--- config.mk ---
export PLATFORM = sky130hd
export DESIGN_NAME = rr_mux3_sequencer_flat
export DESIGN_NICKNAME = d
export VERILOG_FILES = /design/src/rtl/rr_mux3_sequencer_if.sv /design/src/rtl/rr_mux3_sequencer.sv /design/src/flat_wrapper.sv
export SDC_FILE = /design/constraint.sdc
export NUM_CORES = 1
export LEC_CHECK = 0
export CAP_MARGIN = 30
export CORE_ASPECT_RATIO = 1.5
export CORE_MARGIN = 8
export CORE_UTILIZATION = 38
export DETAILED_ROUTE_END_ITERATION = 7
export PLACE_DENSITY = 0.83
export SYNTH_ARGS = -nofsm -noshare
export SYNTH_HDL_FRONTEND = slang
export SYNTH_SLANG_ARGS = --single-unit
--- constraint.sdc ---
create_clock -name clk -period 3.9 [get_ports clk]
set_clock_uncertainty 0.1 [all_clocks]
set_input_delay 0.39 -clock clk [delete_from_list [all_inputs] [get_ports clk]]
set_output_delay 0.39 -clock clk [all_outputs]
set_load 0.1 [all_outputs]
--- src/rtl/rr_mux3_sequencer_if.sv ---
// Request/data bundle from three producers plus the captured
// output stream with its valid/ready handshake.
interface rr_mux3_sequencer_if #(
   parameter int WIDTH = 8
);
   logic [2:0]       req;
   logic [WIDTH-1:0] d0;
   logic [WIDTH-1:0] d1;
   logic [WIDTH-1:0] d2;
   logic [2:0]       grant;
   logic [1:0]       sel;
   logic [WIDTH-1:0] out;
   logic             out_valid;
   logic             out_ready;

   modport master (
      output req, d0, d1, d2, out_ready,
      input  grant, sel, out, out_valid
   );

   modport slave (
      input  req, d0, d1, d2, out_ready,
      output grant, sel, out, out_valid
   );
endinterface

--- src/rtl/rr_mux3_sequencer.sv ---
// Round-robin 3-channel arbiter driving the 3:1 mux select,
// with a one-entry output buffer toward the consumer.
module rr_mux3_sequencer #(
   parameter int WIDTH = 8
) (
   input logic                clk,
   input logic                rst_n,
   rr_mux3_sequencer_if.slave bus
);
   typedef enum logic {IDLE, BUSY} state_e;

   state_e           state_q, state_d;
   logic [1:0]       ptr_q, ptr_d;
   logic [1:0]       sel_q, sel_d;
   logic [WIDTH-1:0] out_q, out_d;

   logic [2:0] rot;
   logic [1:0] k;
   logic [2:0] sum;
   logic [2:0] wrap;
   logic [1:0] win;
   logic       cap;

   // rot[k] is the request of channel (ptr + k) mod 3
   always_comb begin
      rot = bus.req;
      case (ptr_q)
         2'd1:    rot = {bus.req[0], bus.req[2], bus.req[1]};
         2'd2:    rot = {bus.req[1], bus.req[0], bus.req[2]};
         default: rot = bus.req;
      endcase
      if (rot[0])      k = 2'd0;
      else if (rot[1]) k = 2'd1;
      else             k = 2'd2;
      sum  = {1'b0, ptr_q} + {1'b0, k};
      wrap = (sum >= 3'd3) ? sum - 3'd3 : sum;
      win  = wrap[1:0];
   end

   always_comb begin
      state_d = state_q;
      ptr_d   = ptr_q;
      sel_d   = sel_q;
      out_d   = out_q;
      cap     = rst_n && (|bus.req) &&
                (state_q == IDLE || bus.out_ready);
      bus.grant = cap ? (3'b001 << win) : 3'b000;
      if (cap) begin
         case (win)
            2'd0:    out_d = bus.d0;
            2'd1:    out_d = bus.d1;
            default: out_d = bus.d2;
         endcase
         sel_d   = win;
         ptr_d   = (win == 2'd2) ? 2'd0 : win + 2'd1;
         state_d = BUSY;
      end else if (state_q == BUSY && bus.out_ready) begin
         state_d = IDLE;
      end
   end

   always_ff @(posedge clk or negedge rst_n) begin
      if (!rst_n) begin
         state_q <= IDLE;
         ptr_q   <= 2'd0;
         sel_q   <= 2'd0;
         out_q   <= '0;
      end else begin
         state_q <= state_d;
         ptr_q   <= ptr_d;
         sel_q   <= sel_d;
         out_q   <= out_d;
      end
   end

   assign bus.out_valid = (state_q == BUSY);
   assign bus.sel       = sel_q;
   assign bus.out       = out_q;
endmodule

--- src/flat_wrapper.sv ---
// flat-port wrapper written by rule: the top's interface ports become plain ports
module rr_mux3_sequencer_flat 
#(
   parameter int WIDTH = 8
)
  (clk, rst_n, bus_req, bus_d0, bus_d1, bus_d2, bus_out_ready, bus_grant, bus_sel, bus_out, bus_out_valid);
  rr_mux3_sequencer_if #(.WIDTH(WIDTH)) bus_i ();
  input logic clk;
  input logic rst_n;
  input wire logic [$bits(bus_i.req)-1:0] bus_req;
  input wire logic [$bits(bus_i.d0)-1:0] bus_d0;
  input wire logic [$bits(bus_i.d1)-1:0] bus_d1;
  input wire logic [$bits(bus_i.d2)-1:0] bus_d2;
  input wire logic [$bits(bus_i.out_ready)-1:0] bus_out_ready;
  output wire logic [$bits(bus_i.grant)-1:0] bus_grant;
  output wire logic [$bits(bus_i.sel)-1:0] bus_sel;
  output wire logic [$bits(bus_i.out)-1:0] bus_out;
  output wire logic [$bits(bus_i.out_valid)-1:0] bus_out_valid;
  assign bus_i.req = bus_req;
  assign bus_i.d0 = bus_d0;
  assign bus_i.d1 = bus_d1;
  assign bus_i.d2 = bus_d2;
  assign bus_i.out_ready = bus_out_ready;
  assign bus_grant = bus_i.grant;
  assign bus_sel = bus_i.sel;
  assign bus_out = bus_i.out;
  assign bus_out_valid = bus_i.out_valid;
  rr_mux3_sequencer #(.WIDTH(WIDTH)) u_core (.clk(clk), .rst_n(rst_n), .bus(bus_i));
endmodule
# Yosys cells after proc, flatten, opt, wreduce, memory -nomap -nowiden
# Index checks and enable logic that the tools add are counted.
[word_totals]
regBits = 13
latch_bits = 0
mem_bits_rw = 0
rom_bits = 0
input_bits = 30
out_inout_bits = 14
word_cells = 30
mem_count = 0
[classes]
add_sub_neg = 3
multipliers = 0
div_mod_pow = 0
n_lt_le_gt_ge = 1
eq_ne = 4
shift = 1
mux = 9
bitwise = 1
n_reduce_logical = 7
[ops]
columns = ["cell", "n"]
rows = [
  ["8-bit case mux with 2 select lines", 1],
  ["2-bit two-way mux", 4],
  ["2-bit by 1-bit equality test with 1-bit output, second input constant", 2],
  ["2-bit equality test, second input constant", 2],
  ["2-bit case mux with 2 select lines", 1],
  ["2-bit by 2-bit adder with 3-bit output", 1],
  ["3-bit by 2-bit >= comparator with 1-bit output, second input constant", 1],
  ["1-bit logical AND", 3],
  ["3-bit two-way mux", 1],
  ["3-bit OR reduction", 1],
  ["1-bit by 2-bit << shifter with 3-bit output, first input constant", 1],
  ["2-bit by 1-bit adder with 2-bit output, second input constant", 1],
  ["2-bit logical NOT", 1],
  ["1-bit two-way mux", 2],
  ["2-bit nonzero test", 1],
  ["2-bit subtractor, second input constant", 1],
  ["1-bit logical OR", 1],
  ["1-bit inverter", 1],
]

# Depth between registers and ports, before layout
[depth]
word_depth = 9
depth_mapped = 15
depth_no_buf = 15

# Worst setup path before layout
# Ideal clock, no wire load.
[synth_timing]
kind = "register to output"
start = "reg u_core.ptr_q[0]"
end = "out bus_grant[0]"
t_arrival_ns = 3.395
required_time_ns = 3.410
path_slack_ns = 0.015
stages_incl_launch_ff = 15
path_buffers = 0
cell_sequence = "dfrtp_1 -> inv_1 -> ha_1 -> nand2_1 -> a211oi_1 -> a31oi_1 -> o22ai_1 -> ha_1 -> inv_1 -> fa_1 -> inv_1 -> ha_1 -> nand2b_1 -> mux2i_4 -> and2_1"
[synth_via]
elab_chain_cells = 9
elab_cells_between_ends = 11
cone_classes = "add/sub: 2; order compare: 1; eq/ne: 2; shift: 1; mux: 5"
[synth_lines]
columns = ["item", "line_no", "rtl"]
rows = [
  ["start: declaration", "rr_mux3_sequencer.sv:13", "logic [1:0] ptr_q, ptr_d;"],
  ["start signal: assignment", "rr_mux3_sequencer.sv:70", "ptr_q <= ptr_d;"],
  ["2-bit equality test or 2-bit by 1-bit equality test with 1-bit output (tied branches)", "rr_mux3_sequencer.sv:27", "case (ptr_q)"],
  ["2-bit case mux with 2 select lines", "rr_mux3_sequencer.sv:27", ""],
  ["2-bit two-way mux", "rr_mux3_sequencer.sv:33", "else if (rot[1]) k = 2'd1;"],
  ["2-bit two-way mux", "rr_mux3_sequencer.sv:32", "if (rot[0]) k = 2'd0;"],
  ["2-bit by 2-bit adder with 3-bit output (*)", "rr_mux3_sequencer.sv:35", "sum = {1'b0, ptr_q} + {1'b0, k};"],
  ["3-bit by 2-bit >= comparator with 1-bit output or 2-bit subtractor (tied branches)", "rr_mux3_sequencer.sv:36", "wrap = (sum >= 3'd3) ? sum - 3'd3 : sum;"],
  ["2-bit two-way mux (*)", "rr_mux3_sequencer.sv:36", ""],
  ["1-bit by 2-bit << shifter with 3-bit output (*)", "rr_mux3_sequencer.sv:47", "bus.grant = cap ? (3'b001 << win) : 3'b000;"],
  ["3-bit two-way mux (*)", "rr_mux3_sequencer.sv:47", ""],
  ["end: declaration", "flat_wrapper.sv:15", "output wire logic [$bits(bus_i.grant)-1:0] bus_grant;"],
]
# Mark *: on every way between the ends. The rest lies on a longest branch, timed or not.

# Worst setup path in the final report
[layout_timing]
start = "reg u_core.ptr_q[0]"
end = "out bus_grant[1]"
# The elaborated chain is that of the path after synthesis.

==> results.md <==
- Filler cells: 151
- Dpl cells: 149
- Row Count: 20
- CTS buffer count: 3
- CORE AREA: 2050 um2
- Worst setup EP type: primary output
- Layout cells sized above 1: 25.0%
- Worst Setup Path Type: reg2out
- Max-cap viol count: 0
- DR WL met3: 132 um
- FMAX: 266 MHz
- Top_reg_cell synth: dfrtp_1
- Initial antenna violation count: 0
- Post-Route WL: 2730 um
- Syn nets: 116
- H-tree lvl count: 1
- Initial core utilization: 40.4%
- Slew @ Worst Pin: 993 ps
- Post-Route Utilization: 71.2%
- Mean Syn Cell Area: 10.2 um2
- N_diodes: 0
- First-pass GRT wire length: 4200 um
- PortBufs: 43
- Placed Area: 1340 um2
- Final Instance Area: 1460 um2
- Final min period: 3750 ps
- Yosys top cell by area: dfrtp_1
- Full die area: 3960 um2
- CTS clk-pin slew, worst paths: 70 ps
- Mean routed wirelength per cell: 17.3 um
- Final worst slack: 147 ps
- Remaining DRCs: 0
- Detailed Place HPWL: 2160 um
- Synth top area share: 39.3%
- Final GP Congestion: 0.808
- Vias in the first global route: 908
- Clock Latency Late Sink: 270 ps
- Crit-path cells: ha_2 > a211oi_2 > a31oi_1 > o22ai_1 > ha_2 > inv_1 > fa_2 > inv_1 > ha_4 > buf_4 > o31ai_4 > and2_4 > buf_12
- Syn. warnings: 0
- Root Driver: clkbuf_4
- Pre-Repair DR Iteration Count: 6
- Final ANT Viol Nets: 0
- Post-synth EDFFs: 0
- Critical Path RT: 3410 ps
- CP max stage delay: 580 ps
- Sequential area share after synthesis: 39.3%
- Clk sink count: 13
- Post-route insts no fill: 158
- GRT Residual Overflow: 0
- Reg area: 325 um2
- Cells after Synth: 81
- CTS tree: yes
- Post-synth ARST share: 100%
- Largest net degree at the start of global routing: 15
- Critical path's slowest cell: fa_2
- Die width: 54.1 um
- Clock tree buffer depth: 2
- Area added between synthesis and finish: 76.4%
- Die height: 73.2 um
- Mapped cell area: 828 um2
- GRT Total Usage: 13.9%
- Status: complete, no violations
- I/O Pins: 44
- Crit path max fanout: 4
- Area contributors post-synth: dfrtp_1 39%, a222oi_1 9.7%, a21oi_1 6.6%
- Critical path data arrival time: 3260 ps
- Top Layer Used: met4
- Tcrit/Tclk final: 96.2%
- Worst rel slew slack: 33.6%
- Commonest non-fill, non-tap cell in the layout: clkdlybuf4s50_1
- Synth Register Bits: 13
- Setup violators final: 0
- Worst reg2reg setup slack: 430 ps
- Worst setup SP type: flip-flop
- Slew Limit Fails: 0
- Post-Place Setup Slack: -69.5 ps
- 1st-iter DRT viols: 66
- Routed wl met2: 1580 um
- Most frequent cells in the layout: 40 x clkdlybuf4s50_1, 13 x dfrtp_1, 11 x nor2_1
- Met1 Wirelength: 975 um
- Footprint of the multi-input gates: 520 um2
- Vias: 884
- Worst hold-check path type: in2async
- Cell variety after synth: 28
- Fin. Hold Viols: 0
- Vias/cell: 5.59
- Nets: 172
==> path summary, 6_finish.rpt <==
kind | from | endpoint | depth (start not counted)
max | u_core.ptr_q[0]$_DFFE_PN0P_ | bus_grant[1] | 13
min | rst_n | u_core.bus.out_valid$_DFFE_PN0P_ | 2
max reg2reg | u_core.ptr_q[0]$_DFFE_PN0P_ | u_core.bus.out[6]$_DFFE_PN0P_ | 14
min reg2reg | u_core.bus.sel[1]$_DFFE_PN0P_ | u_core.bus.sel[1]$_DFFE_PN0P_ | 1
max in group asynchronous | rst_n | u_core.bus.out[5]$_DFFE_PN0P_ | 2
min in group clk | u_core.bus.sel[1]$_DFFE_PN0P_ | u_core.bus.sel[1]$_DFFE_PN0P_ | 1
==> worst max-delay path: cells and delay by family, from the launching register on <==
family,cells,cell delay (ps)
DFF,1,410
AOI/OAI and AO/OA,4,690
adders and majority gates,4,1220
and+or+nand+nor,1,200
buffers and inverters,4,440
==> metal layers <==
layer / up-vias / global-route usage [%]
li1: 424 / -
met1: 421 / 14.4
met2: 33 / 24.6
met3: 6 / 2.86
met4: 0 / 6.87
met5: - / 0
==> synthesized netlist by cell type (2+ instances only) <==
library cell / n
o22ai_1: 2
and2_1: 2
ha_1: 4
mux2_2: 2
nor2_1: 11
inv_1: 7
a21oi_1: 11
a222oi_1: 8
nand2_1: 2
dfrtp_1: 13
a211oi_1: 2
==> sequential cells by signal (all words and copies together) (netlist names) <==
name,cells
u_core.bus.out_valid,1
u_core.ptr_q,2
u_core.bus.out,8
u_core.bus.sel,2
==> area by class of cell <==
class                           instances  share of cell area, %
Timing Repair Buffer                   53                   36.6
Sequential cell                        13                   22.3
Tap cell                               22                   1.88
Inverter                                7                   1.80
Clock buffer                            4                   1.80
Multi-Input combinational cell         59                   35.6
==> kinds of logic after synthesis <==
| kind of cell | after synthesis | synth area share (%) |
|---|---|---|
| muxes | 3 | 5.44 |
| adders and majority gates | 5 | 8.46 |
| DFF | 13 | 39.3 |
| AOI/OAI and AO/OA | 31 | 29.2 |
| and+or+nand+nor | 20 | 12.2 |
| buffers and inverters | 9 | 5.44 |
==> per-stage QoR <==
step | hold WS [ps] | setup TNS [ps]
floorplan | -5.59 | 0
global placement | 401 | 0
detailed placement | 399 | -69.5
CTS | 319 | 0
global route | 335 | -154
finish | 324 | 0
==> timing repair <==
action | in CTS | in global routing
resized for setup | 3 | 9
pin swaps | 0 | 5
setup endpoints to repair | 2 | 3
setup buffers | 1 | 4
hold buffers | 0 | 0
Power is left out: the tool's default activity adds up to more than one toggle a clock period on the data nets, which glitch-free logic cannot reach.
